==> src/rtl/uart_pkg.sv <==
// Shared UART constants, arbiter state encoding and an index-width helper.
package uart_pkg;

  localparam int BAUD_DIV    = 2604;
  localparam int UART_DATA_W = 8;

  typedef enum logic [1:0] {
    IDLE      = 2'd0,
    START     = 2'd1,
    WAIT_BUSY = 2'd2,
    WAIT_DONE = 2'd3
  } arb_state_t;

  function automatic int idx_w(input int n);
    return (n > 1) ? $clog2(n) : 1;
  endfunction

endpackage

==> src/rtl/uart_rr_pick.sv <==
// Combinational round-robin picker: zero latency, search starts after last_grant and wraps.
module uart_rr_pick
  import uart_pkg::*;
#(
  parameter  int NUM_REQ = 4,
  localparam int IW      = idx_w(NUM_REQ)
) (
  input  logic [NUM_REQ-1:0] req,
  input  logic [IW-1:0]      last_grant,
  output logic [IW-1:0]      winner,
  output logic               any_req
);

  // Walk from the farthest offset down so the closest requester after last_grant wins.
  always_comb begin
    winner  = '0;
    any_req = 1'b0;
    for (int k = NUM_REQ; k >= 1; k--) begin
      if (req[(int'(last_grant) + k) % NUM_REQ]) begin
        winner  = IW'((int'(last_grant) + k) % NUM_REQ);
        any_req = 1'b1;
      end
    end
  end

endmodule

==> src/rtl/uart_tx_arbiter.sv <==
// Round-robin share of one UART serializer; grant pulses req_ready/tx_start one cycle after req_valid is seen in IDLE.
// Requesters hold req_valid until accepted; start-timeout recovery only when UART_ARB_TIMEOUT_EN is defined.
module uart_tx_arbiter
  import uart_pkg::*;
#(
  parameter  int NUM_REQ     = 4,
  parameter  int DATA_W      = UART_DATA_W,
  parameter  int TIMEOUT_CYC = 8192,
  localparam int IW          = idx_w(NUM_REQ)
) (
  input  logic                      clk,
  input  logic                      rstn,
  input  logic [NUM_REQ-1:0]        req_valid,
  input  logic [NUM_REQ*DATA_W-1:0] req_data,
  output logic [NUM_REQ-1:0]        req_ready,
  output logic [DATA_W-1:0]         tx_din,
  output logic                      tx_start,
  input  logic                      tx_busy,
  output logic [IW-1:0]             grant_id,
  output logic                      arb_busy,
  output logic                      timeout_err
);

  arb_state_t    state, state_nxt;
  logic [IW-1:0] winner;
  logic [IW-1:0] last_grant;
  logic          any_req;
  logic          grant;
  logic          tmo;

  uart_rr_pick #(.NUM_REQ(NUM_REQ)) u_pick (
    .req        (req_valid),
    .last_grant (last_grant),
    .winner     (winner),
    .any_req    (any_req)
  );

  // A busy serializer in IDLE belongs to someone else; hold off until it is free.
  assign grant = (state == IDLE) && any_req && !tx_busy;

`ifdef UART_ARB_TIMEOUT_EN
  localparam int CW = $clog2(TIMEOUT_CYC + 1);
  logic [CW-1:0] tmo_cnt;

  always_ff @(posedge clk or negedge rstn) begin
    if (!rstn) begin
      tmo_cnt <= '0;
    end else if (state == WAIT_BUSY) begin
      tmo_cnt <= tmo_cnt + CW'(1);
    end else begin
      tmo_cnt <= '0;
    end
  end

  // First WAIT_BUSY edge is two edges after the grant, so the pulse lands TIMEOUT_CYC after tx_start.
  assign tmo = (state == WAIT_BUSY) && !tx_busy && (tmo_cnt == CW'(TIMEOUT_CYC - 2));
`else
  logic unused_cfg;
  assign unused_cfg = (TIMEOUT_CYC > 0);
  assign tmo        = 1'b0;
`endif

  always_ff @(posedge clk or negedge rstn) begin
    if (!rstn) begin
      state <= IDLE;
    end else begin
      state <= state_nxt;
    end
  end

  always_comb begin
    state_nxt = state;
    case (state)
      IDLE:      if (grant) state_nxt = START;
      START:     state_nxt = WAIT_BUSY;
      WAIT_BUSY: begin
        if (tx_busy) begin
          state_nxt = WAIT_DONE;
        end else if (tmo) begin
          state_nxt = IDLE;
        end
      end
      WAIT_DONE: if (!tx_busy) state_nxt = IDLE;
      default:   state_nxt = IDLE;
    endcase
  end

  always_comb begin
    tx_start  = (state == START);
    arb_busy  = (state != IDLE);
    req_ready = '0;
    if (state == START) begin
      req_ready[grant_id] = 1'b1;
    end
  end

  // tx_din only moves at a grant edge, so it stays stable for the serializer's whole frame.
  always_ff @(posedge clk or negedge rstn) begin
    if (!rstn) begin
      tx_din      <= '0;
      grant_id    <= '0;
      last_grant  <= IW'(NUM_REQ - 1);
      timeout_err <= 1'b0;
    end else begin
      timeout_err <= tmo;
      if (grant) begin
        tx_din     <= req_data[winner*DATA_W +: DATA_W];
        grant_id   <= winner;
        last_grant <= winner;
      end
    end
  end

endmodule

==> config.mk <==
export PLATFORM = sky130hd
export DESIGN_NAME = uart_tx_arbiter
export DESIGN_NICKNAME = d
export VERILOG_FILES = /design/src/rtl/uart_pkg.sv /design/src/rtl/uart_rr_pick.sv /design/src/rtl/uart_tx_arbiter.sv
export SDC_FILE = /design/constraint.sdc
export NUM_CORES = 1
export LEC_CHECK = 0
export CAP_MARGIN = 5
export CELL_PAD_IN_SITES_DETAIL_PLACEMENT = 1
export CELL_PAD_IN_SITES_GLOBAL_PLACEMENT = 1
export CORE_MARGIN = 2
export CORE_UTILIZATION = 28
export DETAILED_ROUTE_END_ITERATION = 8
export PLACE_DENSITY = 0.82
export SLEW_MARGIN = 40
export SYNTH_ARGS = -nofsm -noshare
export SYNTH_HDL_FRONTEND = slang
export SYNTH_SLANG_ARGS = --single-unit
==> constraint.sdc <==
create_clock -name clk -period 1.9 [get_ports clk]
set_input_delay 0.57 -clock clk [delete_from_list [all_inputs] [get_ports clk]]
set_output_delay 0.57 -clock clk [all_outputs]
set_load 0.01 [all_outputs]
== Word level (Yosys, flattened, before mapping) ==
Index checks and enable logic that the tools add are counted.

* Flip-flop bits (word level): 14
* Bits of input ports: 39
* Logic and storage cells: 63

* Add/subtract/negate cells: 4
* Order comparisons: 6
* Equal/unequal tests: 6
* Shift operators: 1
* Mux-type cells: 27
* Bitwise gates (word level): 4
* Reduce and logical (&&, ||, !) cells: 11

{| class="wikitable"
|+ Operators with widths
! operator !! count
|-
| variable part select 32 x 6 -> 8 bit || 1
|-
| < comparator 3 x 4 -> 1 bit, second input constant || 4
|-
| 2-to-1 mux 2 bit || 7
|-
| 2-to-1 mux 1 bit || 13
|-
| binary-select mux 1 bit (select 2 bit) || 4
|-
| one-hot mux 2 bit (4 select lines) || 1
|-
| OR reduction 2 bit || 4
|-
| != test 2 bit, second input constant || 3
|-
| adder 2 x 1 -> 2 bit, second input constant || 2
|-
| adder 2 bit, second input constant || 2
|-
| AND 1 bit, first input constant || 4
|-
| == test 2 bit, second input constant || 2
|-
| 2-to-1 mux 4 bit || 1
|-
| logical AND 1 bit || 3
|-
| < comparator 2 x 3 -> 1 bit, second input constant || 1
|-
| AND reduction 3 bit || 1
|-
| demux 1 bit (select 2 bit) || 1
|-
| == test 2 x 1 -> 1 bit, second input constant || 1
|-
| >= comparator 2 x 1 -> 1 bit, second input constant || 1
|-
| zero test 2 bit || 1
|-
| nonzero test 2 bit || 1
|-
| zero test 1 bit || 1
|}

== Longest topological paths before layout ==
Gate-level depths: netlist of run 1.

* Word-level depth: 14
* Depth in mapped cells: 7
* Depth with buffers taken out: 7

== Cells and area by module ==
Synthesis of run 1 repeated with hierarchy kept, for this count alone.

* Cell total of the unflattened synthesis: 77
* Area total of the unflattened synthesis: 950.9 µm²

{| class="wikitable"
|+ By module, submodules not included
! module !! times used !! cells an instance !! area an instance (µm²)
|-
| uart_tx_arbiter || 1 || 63 || 859.6
|-
| uart_rr_pick || 1 || 14 || 91.3
|}

== Worst setup path before layout of run 1 ==
No wires, ideal clock.

* Path kind: input to register
* From: input port req_valid[2]
* To: register state[1]
* Setup time: 0.128 ns
* Arrival: 1.743 ns
* Data required time: 1.772 ns
* Path slack: 0.029 ns
* Cell stages on the path: 4
* Path through: or4_4 -> nor3b_4 -> o21ai_2 -> mux2_1

* Longest elaborated chain between the ends: 11
* Elaborated cells between the ends (all ways): 20

{| class="wikitable"
|+ RTL lines
! item !! RTL line !! text
|-
| from (decl) || uart_tx_arbiter.sv:13 || <nowiki>input logic [NUM_REQ-1:0] req_valid,</nowiki>
|-
| binary-select mux 1 bit (select 2 bit) || uart_rr_pick.sv:19 || <nowiki>if (req[(int'(last_grant) + k) % NUM_REQ]) begin</nowiki>
|-
| 2-to-1 mux 1 bit (not written as such) (2 in series) || uart_rr_pick.sv:19 ||
|-
| 2-to-1 mux 1 bit (3 in series) || uart_rr_pick.sv:19 ||
|-
| 2-to-1 mux 1 bit * || uart_rr_pick.sv:19 ||
|-
| logical AND 1 bit * (2 in series) || uart_tx_arbiter.sv:39 || <nowiki>assign grant = (state == IDLE) && any_req && !tx_busy;</nowiki>
|-
| != test 2 bit (no source line) * || n/a ||
|-
| AND reduction 3 bit (no source line) * || n/a ||
|-
| to (signal assigned) || uart_tx_arbiter.sv:67 || <nowiki>state <= state_nxt;</nowiki>
|-
| to (decl) || uart_tx_arbiter.sv:24 || <nowiki>arb_state_t state, state_nxt;</nowiki>
|}

Every way passes the cells marked *; elsewhere a longest branch is shown, timed or not. The select of a mux whose other input is x is not followed.
A chain may end at the register's enable or synchronous reset.

== Final worst setup path of run 1 ==
* From: register state[1]
* To: output port req_ready[1]

* Longest elaborated chain between the ends: 2

{| class="wikitable"
|+ RTL lines
! item !! RTL line !! text
|-
| == test 2 x 1 -> 1 bit || uart_tx_arbiter.sv:92 || <nowiki>if (state == START) begin</nowiki>
|-
| 2-to-1 mux 4 bit || uart_tx_arbiter.sv:92 ||
|-
| to (decl) || uart_tx_arbiter.sv:15 || <nowiki>output logic [NUM_REQ-1:0] req_ready,</nowiki>
|}

No other way between the ends.

==> metrics.txt, run 1 <==
# TYPE chip_impl_metric gauge
chip_impl_metric{name="largest_stage_delay_on_the_critical_path",unit="ns"} 0.40
chip_impl_metric{name="yosys_warnings",unit=""} 0
chip_impl_metric{name="part_of_the_total_power_dissipated_in_sequential_elements",unit="%"} 23.4
chip_impl_metric{name="switchingPower",unit="W"} 0.00108
chip_impl_info{name="tritoncts_clock_tree",value="yes"} 1
chip_impl_metric{name="dieHeight",unit="um"} 64.6
chip_impl_metric{name="synth.ff_latch_count",unit=""} 14
chip_impl_metric{name="drt-initial-drc-count",unit=""} 12
chip_impl_metric{name="timing.final.hold_violations",unit=""} 0
chip_impl_metric{name="drt_wl_total",unit="mm"} 4.11
chip_impl_metric{name="h_tree_lvl_count",unit=""} 1
chip_impl_metric{name="preCtsSetupSlack",unit="ns"} -0.701
chip_impl_info{name="post-synth-top-area-cell",value="sky130_fd_sc_hd__dfrtp_1"} 1
chip_impl_metric{name="post-place-cells",unit=""} 215
chip_impl_metric{name="syn_area_per_cell",unit="um^2"} 10.3
chip_impl_metric{name="post_route_cells_drive_above_1_share",unit="%"} 41.8
chip_impl_metric{name="cts_num_sinks",unit=""} 14
chip_impl_metric{name="place.port_buffers",unit=""} 54
chip_impl_metric{name="start_util",unit="%"} 28.5
chip_impl_metric{name="whs_path_depth",unit=""} 2
chip_impl_metric{name="max_cap_violations",unit=""} 0
chip_impl_metric{name="relSlewSlack",unit="%"} 56.9
chip_impl_metric{name="syn_area",unit="mm^2"} 0.00103
chip_impl_metric{name="synthesis.instances",unit=""} 100
chip_impl_metric{name="clock_skew_after_layout",unit="ns"} 0.00677
chip_impl_metric{name="total_routing_resource_utilization_after_global_routing",unit="%"} 19.8
chip_impl_info{name="end_kind",value="output pin"} 1
chip_impl_metric{name="grt_pass1_vias",unit=""} 1294
chip_impl_metric{name="area_delta_synth_final",unit="%"} 96.1
chip_impl_metric{name="detail_route.drc_violations",unit=""} 0
chip_impl_metric{name="critical_path.max_fanout",unit=""} 5
chip_impl_metric{name="vias_per_std_cell",unit=""} 4.87
chip_impl_metric{name="wl_per_cell",unit="um"} 17.9
chip_impl_metric{name="top_level_ports",unit=""} 56
chip_impl_metric{name="grt_pass1_wl",unit="mm"} 6.46
chip_impl_metric{name="final-instance-count-excl-fill",unit=""} 230
chip_impl_metric{name="antennaDiodeCount",unit=""} 0
chip_impl_metric{name="asyncSetResetFlopFracSynth",unit="%"} 100
chip_impl_metric{name="cts-root-to-sink-buffers",unit=""} 2
chip_impl_info{name="crit_path_from",value="state[1]$_DFFE_PN0P_"} 1
chip_impl_metric{name="worst-endpoint-required",unit="ns"} 1.33
chip_impl_metric{name="routed_antenna_nets",unit=""} 0
chip_impl_metric{name="dpl-instance-area",unit="mm^2"} 0.00173
chip_impl_metric{name="cp_data_arrival_time",unit="ns"} 1.36
chip_impl_metric{name="ff2ff_path_depth",unit=""} 10
chip_impl_info{name="synth_top_cells_by_area",value="sky130_fd_sc_hd__dfrtp_1 29%, sky130_fd_sc_hd__a211oi_1 12%, sky130_fd_sc_hd__mux2i_1 9.7%"} 1
chip_impl_metric{name="num_vias",unit=""} 1120
chip_impl_info{name="crit_path_cell_trace",value="inv_2, ha_2, and3b_1, clkdlybuf4s15_2"} 1
chip_impl_metric{name="final_cycle_share",unit="%"} 101
chip_impl_metric{name="timing.final.setup_violations",unit=""} 1
chip_impl_info{name="setup.worst_path.class",value="reg -> out"} 1
chip_impl_metric{name="slew_viol_final",unit=""} 0
chip_impl_metric{name="fp.dieArea",unit="mm^2"} 0.00417
chip_impl_metric{name="grt_start_max_net_pins",unit=""} 15
chip_impl_metric{name="final_net_count",unit=""} 227
chip_impl_metric{name="mappedNetlistNets",unit=""} 144
chip_impl_info{name="r2r_start",value="state[1]$_DFFE_PN0P_"} 1
chip_impl_info{name="status",value="finished, violations left"} 1
chip_impl_metric{name="worst-slew-pin-transition",unit="ns"} 0.644
chip_impl_metric{name="path_buf_inv",unit=""} 2
chip_impl_metric{name="placementRows",unit=""} 22
chip_impl_metric{name="hold_slack",unit="ns"} 0.574
chip_impl_metric{name="clk_pin_slew",unit="ns"} 0.07
chip_impl_metric{name="synth_cell_type_count",unit=""} 33
chip_impl_metric{name="p_leak",unit="nW"} 0.834
chip_impl_metric{name="place.gp.congestion",unit=""} 0.744
chip_impl_metric{name="synth_edf_count",unit=""} 0
chip_impl_metric{name="cp_num_cells",unit=""} 4
chip_impl_metric{name="insertion_delay",unit="ns"} 0.25
chip_impl_metric{name="antenna_found_initial",unit=""} 0
chip_impl_metric{name="grt_overflow",unit=""} 0
chip_impl_info{name="worst_setup_path_start_kind",value="register"} 1
chip_impl_metric{name="post_route_core_utilization",unit="%"} 55.9
chip_impl_metric{name="netlist.area_leader.share",unit="%"} 29.2
chip_impl_metric{name="power.density",unit="mW/mm^2"} 1340
chip_impl_metric{name="worst_slack",unit="ns"} -0.0256
chip_impl_metric{name="p_clk_share",unit="%"} 11.2
chip_impl_metric{name="core",unit="mm^2"} 0.00361
chip_impl_info{name="cts-root-buf",value="sky130_fd_sc_hd__clkbuf_8"} 1
chip_impl_metric{name="cts_inserted_buffers",unit=""} 3
chip_impl_metric{name="yosysSeqAreaShare",unit="%"} 34.3
chip_impl_info{name="violations",value="negative setup slack"} 1
chip_impl_info{name="hold_path.startpoint",value="last_grant[0]$_DFFE_PN1P_"} 1
chip_impl_metric{name="power.share.switching",unit="%"} 40.1
chip_impl_info{name="timing.critical_path.max_delay_family",value="flip-flops"} 1
chip_impl_info{name="synth_ff_type",value="sky130_fd_sc_hd__dfrtp_1"} 1
chip_impl_info{name="hold_path.class",value="reg -> reg"} 1
chip_impl_info{name="cell_with_the_largest_stage_delay_on_the_worst_path",value="sky130_fd_sc_hd__dfrtp_1"} 1
chip_impl_metric{name="irDropWorstVdd",unit="mV"} 0.496
chip_impl_metric{name="hpwlAfterDp",unit="mm"} 2.63
chip_impl_metric{name="maximum_clock_frequency",unit="GHz"} 0.519
chip_impl_metric{name="share_comb_of_total_power",unit="%"} 65.3
chip_impl_metric{name="detailedRoute.firstPassIterationCount",unit=""} 3
chip_impl_metric{name="die_width",unit="um"} 64.6
chip_impl_metric{name="min_period",unit="ns"} 1.93
chip_impl_metric{name="internal_dissipation",unit="W"} 0.00162
chip_impl_info{name="rsz0062_at_grt",value="yes"} 1
chip_impl_metric{name="design_area",unit="mm^2"} 0.00201
## power by group through the flow
stage / combinational [W] / clock (W) / sequential, W
detailed placement: 0.00139 / 0 / 0.000604
CTS: 0.00161 / 0.000294 / 0.000608
global route: 0.00191 / 0.000326 / 0.000657
finish: 0.00177 / 0.000304 / 0.000633
global placement: 0.00133 / 0 / 0.000595
floorplan: 0.000653 / 0 / 0.000626
## path summary, 6_finish.rpt
kind | to | slack, ns
max | req_ready[1] | -0.03
min | last_grant[0]$_DFFE_PN1P_ | 0.57
max reg2reg | tx_din[7]$_DFFE_PN0P_ | 0.03
min reg2reg | last_grant[0]$_DFFE_PN1P_ | 0.57
max in group asynchronous | grant_id[0]$_DFFE_PN0P_ | 0.77
min in group asynchronous | tx_din[7]$_DFFE_PN0P_ | 0.71
## worst register-to-register path: stages (launching register included)
cell and delay [ns]:
sky130_fd_sc_hd__dfrtp_1 0.40, sky130_fd_sc_hd__inv_2 0.07, sky130_fd_sc_hd__buf_4 0.12, sky130_fd_sc_hd__ha_4 0.13, sky130_fd_sc_hd__inv_2 0.05, sky130_fd_sc_hd__buf_6 0.12, sky130_fd_sc_hd__nor3b_4 0.29, sky130_fd_sc_hd__o31ai_4 0.13
sky130_fd_sc_hd__buf_6 0.15, sky130_fd_sc_hd__a211oi_4 0.24, sky130_fd_sc_hd__a211oi_2 0.06
## registers in the layout, indices dropped and copies added, names as in the netlist
register and flops:
tx_din 8, last_grant 2, grant_id 2, state 2
## cell type report
class                   count  area, um^2
clock buffers               4        55.1
fillers                   400        1590
inverters                   3        11.3
multi-input cells          80         788
flip-flops and latches     14         353
well taps                  48        60.1
repair buffers             81         747
## per-layer routing
metal / GRT usage [%] / vias to the layer above / share of wire (%)
met5: 0 / - / 0
met4: 4.79 / 0 / 0.61
met3: 3.99 / 5 / 4.2
met2: 36.5 / 29 / 52
met1: 23.4 / 549 / 43
li1: - / 537 / -
## cells by family after synthesis
family / synth area share [%]
AO/OA/AOI/OAI: 28.3
flip-flops: 34.3
multiplexers: 10.8
AND/OR/NAND/NOR: 16.8
adder cells (fa/ha/maj): 6.09
buffers and inverters: 3.29
other: 0.365
## repair_timing
| action | 4_1_cts | 5_1_grt |
|---|---|---|
| pin swaps | 11 | 11 |
| setup endpoints to repair | 20 | 16 |
| hold buffers | 0 | 0 |
| gates cloned | 0 | 0 |
| gates resized for setup | 40 | 24 |
| setup buffers | 9 | 2 |
## synth_stat cells (2+ instances only)
library cell	number
sky130_fd_sc_hd__a211oi_1	16
sky130_fd_sc_hd__dfrtp_1	12
sky130_fd_sc_hd__nor2_1	12
sky130_fd_sc_hd__mux2i_1	10
sky130_fd_sc_hd__o21a_1	8
sky130_fd_sc_hd__ha_1	5
sky130_fd_sc_hd__a21oi_1	4
sky130_fd_sc_hd__inv_1	3
sky130_fd_sc_hd__nand2b_1	3
sky130_fd_sc_hd__a21o_1	2
sky130_fd_sc_hd__dfstp_2	2
sky130_fd_sc_hd__nand3b_1	2
## layout by cell type, fill, tap and decap left out, types with 3 or more instances in the layout
master,netlist,routed
sky130_fd_sc_hd__clkdlybuf4s50_1,0,44
sky130_fd_sc_hd__clkbuf_8,0,4
sky130_fd_sc_hd__dfrtp_1,12,12
sky130_fd_sc_hd__clkbuf_2,0,5
sky130_fd_sc_hd__buf_4,1,21
sky130_fd_sc_hd__inv_2,0,3
sky130_fd_sc_hd__buf_6,1,4
sky130_fd_sc_hd__nand2b_1,3,3
sky130_fd_sc_hd__a211oi_2,0,13
sky130_fd_sc_hd__nor2_1,12,10
sky130_fd_sc_hd__a21oi_1,4,3
sky130_fd_sc_hd__o21a_1,8,8
sky130_fd_sc_hd__ha_1,5,3
sky130_fd_sc_hd__mux2i_1,10,9
## through the flow
| stage | TNS (ns) | total power [W] |
|---|---|---|
| final | -0.0256 | 0.00271 |
| after global routing | -0.198 | 0.00289 |
| after CTS | -0.0138 | 0.00252 |
| after detailed placement | -8.31 | 0.00199 |
| after global placement | -6.75 | 0.00192 |
| after floorplan | 0 | 0.00128 |
Note: power is estimated with default switching activity, not from simulation.
==> run 2, diff against run 1 <==
--- a/config.mk
+++ b/config.mk
@@ -11,7 +11,7 @@
 export CORE_MARGIN = 2
 export CORE_UTILIZATION = 28
 export DETAILED_ROUTE_END_ITERATION = 8
-export PLACE_DENSITY = 0.82
+export PLACE_DENSITY_LB_ADDON = 0.1
 export SLEW_MARGIN = 40
 export SYNTH_ARGS = -nofsm -noshare
 export SYNTH_HDL_FRONTEND = slang
==> run 2 against run 1 <==
  * The run now ends clean
  * First-iteration DRC count rose to 2.5 times the previous value
  * Largest cell class is now non-clock buffers
  * Die area unchanged
  * Clock power down 2%
  * Clock skew down 0.00094 ns
  * Combinational power down 7%
==> metrics.txt, run 2 (synthesis gave the netlist of run 1 again) <==
# TYPE chip_impl_metric gauge
chip_impl_metric{name="post-place-cells",unit=""} 221
chip_impl_metric{name="antennaDiodeCount",unit=""} 0
chip_impl_metric{name="cts_num_sinks",unit=""} 14
chip_impl_metric{name="cts_inserted_buffers",unit=""} 3
chip_impl_metric{name="final_cycle_share",unit="%"} 98.4
chip_impl_info{name="setup.worst_path.class",value="in -> reg"} 1
chip_impl_metric{name="final-instance-count-excl-fill",unit=""} 229
chip_impl_metric{name="antenna_found_initial",unit=""} 0
chip_impl_info{name="cts-root-buf",value="sky130_fd_sc_hd__clkbuf_8"} 1
chip_impl_metric{name="total_routing_resource_utilization_after_global_routing",unit="%"} 16.9
chip_impl_metric{name="h_tree_lvl_count",unit=""} 1
chip_impl_metric{name="power.density",unit="mW/mm^2"} 1290
chip_impl_metric{name="grt_pass1_wl",unit="mm"} 5.48
chip_impl_metric{name="timing.final.setup_violations",unit=""} 0
chip_impl_metric{name="top_level_ports",unit=""} 56
chip_impl_metric{name="cts_hold_buf",unit=""} 0
chip_impl_metric{name="p_leak",unit="nW"} 0.826
chip_impl_metric{name="grt_start_max_net_pins",unit=""} 15
chip_impl_info{name="final_common_cell",value="sky130_fd_sc_hd__clkdlybuf4s50_1"} 1
chip_impl_metric{name="placementRows",unit=""} 22
chip_impl_metric{name="final_net_count",unit=""} 226
chip_impl_metric{name="grt_pass1_vias",unit=""} 1169
chip_impl_metric{name="detail_route.drc_violations",unit=""} 0
chip_impl_metric{name="num_vias",unit=""} 1096
chip_impl_metric{name="die_width",unit="um"} 64.6
chip_impl_metric{name="insertion_delay",unit="ns"} 0.25
chip_impl_metric{name="vias_per_std_cell",unit=""} 4.79
chip_impl_metric{name="max_cap_violations",unit=""} 0
chip_impl_metric{name="grt_overflow",unit=""} 0
chip_impl_metric{name="worst_slack",unit="ns"} 0.0313
chip_impl_metric{name="clock_skew_after_layout",unit="ns"} 0.00582
chip_impl_metric{name="drt-initial-drc-count",unit=""} 30
chip_impl_metric{name="detailedRoute.firstPassIterationCount",unit=""} 4
chip_impl_metric{name="power",unit="W"} 0.00255
chip_impl_info{name="layout_common_cells",value="44 x sky130_fd_sc_hd__clkdlybuf4s50_1, 21 x sky130_fd_sc_hd__buf_4, 12 x sky130_fd_sc_hd__nor2_1"} 1
chip_impl_metric{name="cts-root-to-sink-buffers",unit=""} 2
chip_impl_metric{name="area_delta_synth_final",unit="%"} 93.2
chip_impl_info{name="status",value="finished clean"} 1
chip_impl_metric{name="largest_register_ffs",unit=""} 8
chip_impl_info{name="tritoncts_clock_tree",value="yes"} 1
chip_impl_metric{name="wl_per_cell",unit="um"} 15.2
chip_impl_metric{name="start_util",unit="%"} 28.5
chip_impl_metric{name="preCtsSetupSlack",unit="ns"} -0.544
chip_impl_metric{name="place.gp.congestion",unit=""} 0.652
chip_impl_info{name="worst_setup_path_start_kind",value="input pin"} 1
chip_impl_metric{name="design_area",unit="mm^2"} 0.00198
chip_impl_metric{name="routed_antenna_nets",unit=""} 0
chip_impl_metric{name="place.port_buffers",unit=""} 54
chip_impl_metric{name="fp.dieArea",unit="mm^2"} 0.00417
chip_impl_metric{name="hold_slack",unit="ns"} 0.560
chip_impl_metric{name="critical_path.max_fanout",unit=""} 8
chip_impl_metric{name="core",unit="mm^2"} 0.00361
chip_impl_metric{name="irDropWorstVdd",unit="mV"} 0.551
chip_impl_metric{name="drt_wl_total",unit="mm"} 3.49
chip_impl_metric{name="cp_data_arrival_time",unit="ns"} 2.00
chip_impl_metric{name="timing.final.hold_violations",unit=""} 0
chip_impl_metric{name="maximum_clock_frequency",unit="GHz"} 0.535
chip_impl_metric{name="dpl-instance-area",unit="mm^2"} 0.00184
chip_impl_metric{name="dieHeight",unit="um"} 64.6
chip_impl_info{name="hold_path.class",value="reg -> reg"} 1
chip_impl_info{name="end_kind",value="register"} 1
chip_impl_metric{name="slew_viol_final",unit=""} 0
chip_impl_metric{name="clk_pin_slew",unit="ns"} 0.07
chip_impl_metric{name="post_route_cells_drive_above_1_share",unit="%"} 35.9
chip_impl_metric{name="worst-endpoint-required",unit="ns"} 2.03
chip_impl_info{name="registers.top_by_ff_count",value="tx_din"} 1
chip_impl_metric{name="min_period",unit="ns"} 1.87
chip_impl_metric{name="hpwlAfterDp",unit="mm"} 2.56
==> run 2: changes by cell type in the layout (fill, tap and decap cells not counted), moves of 2 or more <==
cell | before | now
sky130_fd_sc_hd__a211oi_1 | 1 | 8
sky130_fd_sc_hd__a211oi_2 | 13 | 7
sky130_fd_sc_hd__buf_6 | 4 | 0
sky130_fd_sc_hd__buf_12 | 2 | 5
sky130_fd_sc_hd__clkbuf_2 | 5 | 3
sky130_fd_sc_hd__clkdlybuf4s15_1 | 0 | 2
sky130_fd_sc_hd__nor2_1 | 10 | 12
sky130_fd_sc_hd__nor2_2 | 2 | 0
==> run 2: power breakdown <==
| part | total [W] | internal [W] | switching [W] | leakage [nW] |
|---|---|---|---|---|
| registers | 0.000606 | 0.000469 | 0.000137 | 0.155 |
| clock network | 0.000298 | 0.000184 | 0.000114 | 0.0288 |
| logic | 0.00165 | 0.000930 | 0.000720 | 0.642 |
| total | 0.00255 | 0.00158 | 0.000972 | 0.826 |
==> run 2: through the flow <==
stage | TNS (ns) | util [%]
after floorplan | 0 | -
after global placement | -8.88 | 50.8
after detailed placement | -6.88 | 51.1
after CTS | 0 | 54.1
after global routing | -0.0331 | 55.0
final | 0 | 55.0
==> run 2: final timing paths <==
path | from | endpoint | slack (ns) | depth (start not counted)
max in group asynchronous | rstn | last_grant[1]$_DFFE_PN1P_ | 1.02 | 2
max | tx_busy | tx_din[4]$_DFFE_PN0P_ | 0.03 | 7
max reg2reg | last_grant[1]$_DFFE_PN1P_ | tx_din[5]$_DFFE_PN0P_ | 0.14 | 6
min reg2reg | last_grant[1]$_DFFE_PN1P_ | last_grant[1]$_DFFE_PN1P_ | 0.56 | 1
min | last_grant[1]$_DFFE_PN1P_ | last_grant[1]$_DFFE_PN1P_ | 0.56 | 1
min in group asynchronous | rstn | tx_din[0]$_DFFE_PN0P_ | 0.64 | 2
==> run 2: layer usage <==
| layer | up-vias | global-route usage, % | part of all wire (%) |
|---|---|---|---|
| met1 | 525 | 23.0 | 44 |
| met4 | 0 | 4.79 | 0.43 |
| met3 | 2 | 2.26 | 4.2 |
| li1 | 538 | - | - |
| met2 | 31 | 28.3 | 51 |
| met5 | - | 0 | 0 |
==> run 2: area by class of cell <==
type / count / area [um^2]
fill: 406 / 1620
timing repair buffer: 80 / 772
multi-input combinational: 80 / 732
sequential: 14 / 354
tap: 48 / 60.1
clock buffer: 4 / 55.1
inverter: 3 / 11.3
==> run 2: critical path, stage by stage <==
cell and delay (ns):
sky130_fd_sc_hd__clkdlybuf4s50_1 0.42, sky130_fd_sc_hd__buf_4 0.16, sky130_fd_sc_hd__nor3b_4 0.28, sky130_fd_sc_hd__o31ai_4 0.13, sky130_fd_sc_hd__buf_12 0.16, sky130_fd_sc_hd__a211oi_2 0.20
sky130_fd_sc_hd__a211oi_1 0.07
==> run 2: what timing repair did <==
item,CTS,global route
endpoints found under the setup margin,20,15
setup buffers,3,1
gates resized for setup,27,21
pin swaps,5,6
==> run 3, diff against run 2 <==
--- a/config.mk
+++ b/config.mk
@@ -8,6 +8,7 @@
 export CAP_MARGIN = 5
 export CELL_PAD_IN_SITES_DETAIL_PLACEMENT = 1
 export CELL_PAD_IN_SITES_GLOBAL_PLACEMENT = 1
+export CORE_ASPECT_RATIO = 1.25
 export CORE_MARGIN = 2
 export CORE_UTILIZATION = 28
 export DETAILED_ROUTE_END_ITERATION = 8
==> run 3 against run 2 <==
  * First-iteration DRC count decreased by 60%
  * Largest cell class is now multi-input gates
  * Global-route usage increased by 0.54 points
  * Non-clock buffer count decreased by 1
  * Sequential share of layout area increased by 0.48 points
  * Largest power group unchanged
  * Worst hold slack got worse by 0.018 ns
==> metrics.txt, run 3 (synthesis gave the netlist of run 1 again) <==
# TYPE chip_impl_metric gauge
chip_impl_metric{name="vias_per_std_cell",unit=""} 5.00
chip_impl_info{name="setup.worst_path.class",value="reg -> reg"} 1
chip_impl_metric{name="min_period",unit="ns"} 1.86
chip_impl_metric{name="start_util",unit="%"} 29.2
chip_impl_metric{name="switchingPower",unit="W"} 0.000951
chip_impl_metric{name="power.density",unit="mW/mm^2"} 1300
chip_impl_metric{name="worst_slack",unit="ns"} 0.0410
chip_impl_metric{name="final_cycle_share",unit="%"} 97.8
chip_impl_info{name="status",value="finished clean"} 1
chip_impl_info{name="tritoncts_clock_tree",value="yes"} 1
chip_impl_metric{name="grt_pass1_wl",unit="mm"} 5.46
chip_impl_metric{name="p_clk_share",unit="%"} 11.6
chip_impl_metric{name="clk_pin_slew",unit="ns"} 0.06
chip_impl_info{name="hold_path_end",value="last_grant[0]$_DFFE_PN1P_"} 1
chip_impl_metric{name="maximum_clock_frequency",unit="GHz"} 0.538
chip_impl_metric{name="antennaDiodeCount",unit=""} 0
chip_impl_metric{name="clock_skew_after_layout",unit="ns"} 0.00291
chip_impl_metric{name="path_buf_inv",unit=""} 1
chip_impl_info{name="rsz0062_at_grt",value="yes"} 1
chip_impl_metric{name="max_cap_violations",unit=""} 0
chip_impl_metric{name="fp.dieArea",unit="mm^2"} 0.00417
chip_impl_metric{name="dieHeight",unit="um"} 71.7
chip_impl_metric{name="grt_overflow",unit=""} 0
chip_impl_metric{name="largest_register_ffs",unit=""} 8
chip_impl_metric{name="register_area",unit="um^2"} 353
chip_impl_metric{name="cts_hold_buf",unit=""} 0
chip_impl_metric{name="timing.final.setup_violations",unit=""} 0
chip_impl_info{name="hold_path.startpoint",value="last_grant[0]$_DFFE_PN1P_"} 1
chip_impl_metric{name="worst-slew-pin-transition",unit="ns"} 0.610
chip_impl_metric{name="drt-initial-drc-count",unit=""} 12
chip_impl_info{name="registers.top_by_ff_count",value="tx_din"} 1
chip_impl_metric{name="detailedRoute.firstPassIterationCount",unit=""} 4
chip_impl_info{name="layout_common_cells",value="43 x sky130_fd_sc_hd__clkdlybuf4s50_1, 20 x sky130_fd_sc_hd__buf_4, 12 x sky130_fd_sc_hd__dfrtp_1"} 1
chip_impl_metric{name="grt_start_max_net_pins",unit=""} 15
chip_impl_metric{name="power.share.switching",unit="%"} 37.9
chip_impl_info{name="cell_with_the_largest_stage_delay_on_the_worst_path",value="sky130_fd_sc_hd__dfstp_2"} 1
chip_impl_metric{name="h_tree_lvl_count",unit=""} 1
chip_impl_metric{name="internal_dissipation",unit="W"} 0.00156
chip_impl_metric{name="dpl-instance-area",unit="mm^2"} 0.00177
chip_impl_info{name="timing.critical_path.max_delay_family",value="flip-flops"} 1
chip_impl_metric{name="cts-root-to-sink-buffers",unit=""} 2
chip_impl_metric{name="cts_num_sinks",unit=""} 14
chip_impl_info{name="end_kind",value="register"} 1
chip_impl_metric{name="drt_wl_total",unit="mm"} 3.46
chip_impl_metric{name="ff2ff_path_depth",unit=""} 6
chip_impl_metric{name="total_negative_slack",unit="ns"} 0
chip_impl_info{name="hold_path.class",value="reg -> reg"} 1
chip_impl_info{name="regToRegEndpoint",value="tx_din[7]$_DFFE_PN0P_"} 1
chip_impl_metric{name="top_level_ports",unit=""} 56
chip_impl_metric{name="timing.final.hold_violations",unit=""} 0
chip_impl_metric{name="preCtsSetupSlack",unit="ns"} -0.714
chip_impl_metric{name="largest_stage_delay_on_the_critical_path",unit="ns"} 0.61
chip_impl_metric{name="core",unit="mm^2"} 0.00351
chip_impl_metric{name="detail_route.drc_violations",unit=""} 0
chip_impl_metric{name="num_vias",unit=""} 1096
chip_impl_metric{name="final_net_count",unit=""} 225
chip_impl_info{name="r2r_start",value="last_grant[1]$_DFFE_PN1P_"} 1
chip_impl_metric{name="place.gp.congestion",unit=""} 0.702
chip_impl_metric{name="insertion_delay",unit="ns"} 0.25
chip_impl_metric{name="critical_path.max_fanout",unit=""} 9
chip_impl_info{name="crit_path_cell_trace",value="mux2i_4, o21ai_4, nor2_8, buf_12, mux2i_1, a211oi_1"} 1
chip_impl_metric{name="num-fill-cells",unit=""} 398
chip_impl_metric{name="cp_data_arrival_time",unit="ns"} 1.95
chip_impl_metric{name="share_comb_of_total_power",unit="%"} 64.2
chip_impl_metric{name="post_route_cells_drive_above_1_share",unit="%"} 36.1
chip_impl_metric{name="part_of_the_total_power_dissipated_in_sequential_elements",unit="%"} 24.2
chip_impl_metric{name="cts_inserted_buffers",unit=""} 3
chip_impl_metric{name="slew_viol_final",unit=""} 0
chip_impl_metric{name="r2r_slack",unit="ns"} 0.04
chip_impl_metric{name="p_leak",unit="nW"} 0.810
chip_impl_metric{name="area_delta_synth_final",unit="%"} 87.5
chip_impl_info{name="cts-root-buf",value="sky130_fd_sc_hd__clkbuf_8"} 1
chip_impl_metric{name="total_routing_resource_utilization_after_global_routing",unit="%"} 17.5
chip_impl_metric{name="hpwlAfterDp",unit="mm"} 2.81
chip_impl_info{name="worst_setup_path_start_kind",value="register"} 1
chip_impl_metric{name="design_area",unit="mm^2"} 0.00193
chip_impl_metric{name="multiInputGateArea",unit="um^2"} 746
chip_impl_info{name="final_common_cell",value="sky130_fd_sc_hd__clkdlybuf4s50_1"} 1
chip_impl_metric{name="placementRows",unit=""} 24
chip_impl_metric{name="post_route_core_utilization",unit="%"} 54.8
chip_impl_metric{name="irDropWorstVdd",unit="mV"} 0.794
chip_impl_metric{name="worst-endpoint-required",unit="ns"} 1.99
chip_impl_metric{name="wl_per_cell",unit="um"} 15.8
chip_impl_metric{name="relSlewSlack",unit="%"} 59.1
chip_impl_metric{name="whs_path_depth",unit=""} 2
chip_impl_metric{name="routed_antenna_nets",unit=""} 0
chip_impl_metric{name="place.port_buffers",unit=""} 54
chip_impl_metric{name="grt_pass1_vias",unit=""} 1179
chip_impl_metric{name="die_width",unit="um"} 58.2
chip_impl_metric{name="antenna_found_initial",unit=""} 0
-- run 3: what timing repair did --
item | 4_1_cts | 5_1_grt
hold endpoints to repair | 0 | 0
setup endpoints to repair | 20 | 15
setup buffers | 4 | 2
gates resized for setup | 36 | 21
pin swaps | 10 | 11
-- run 3: final cells by class --
cell class / instances / share of cell area (%)
multi-input combinational: 80 / 38.7
timing repair buffer: 79 / 37.0
sequential: 14 / 18.3
clock buffer: 4 / 2.86
tap: 39 / 2.53
inverter: 3 / 0.585
-- run 3: worst max path at each step --
| stage | depth (start not counted) | end | from | slack, ns |
|---|---|---|---|---|
| 2_1_floorplan | 4 | state[1]$_DFFE_PN0P_ | req_valid[2] | 0.03 |
| 3_3_place_gp | 7 | tx_din[1]$_DFFE_PN0P_ | req_valid[0] | -0.61 |
| 3_5_place_dp | 8 | tx_din[1]$_DFFE_PN0P_ | req_valid[1] | -0.71 |
| 4_1_cts | 5 | req_ready[2] | state[1]$_DFFE_PN0P_ | 0.0002 |
| 5_1_grt | 6 | tx_din[4]$_DFFE_PN0P_ | last_grant[1]$_DFFE_PN1P_ | -0.05 |
| 6_report | 6 | tx_din[7]$_DFFE_PN0P_ | last_grant[1]$_DFFE_PN1P_ | 0.04 |
-- run 3: power by group through the flow --
stage,registers [W],logic (W),clock network (W)
floorplan,0.000626,0.000653,0
global placement,0.000593,0.00138,0
detailed placement,0.000601,0.00146,0
CTS,0.000603,0.00152,0.000292
global route,0.000633,0.00174,0.000313
finish,0.000606,0.00161,0.000291
-- run 3: tightest hold or removal path: stages (launching register included) --
cell,delay (ns)
sky130_fd_sc_hd__dfstp_2,0.39
sky130_fd_sc_hd__nor2_1,0.10
sky130_fd_sc_hd__a21oi_1,0.05
-- run 3: routing by layer --
layer,vias to the layer above,GRT usage (%),routed length (um)
li1,540,-,-
met2,30,34.2,2010
met1,522,18.8,1300
met3,4,2.89,116
met4,0,4.65,36
met5,-,0,0
-- run 3: stage by stage --
step,total power [W],hold slack (ns),cells
after floorplan,0.00128,0.274,100
after global placement,0.00198,0.526,210
after detailed placement,0.00206,0.530,210
final,0.00251,0.542,219
after CTS,0.00241,0.541,218
after global routing,0.00269,0.557,219
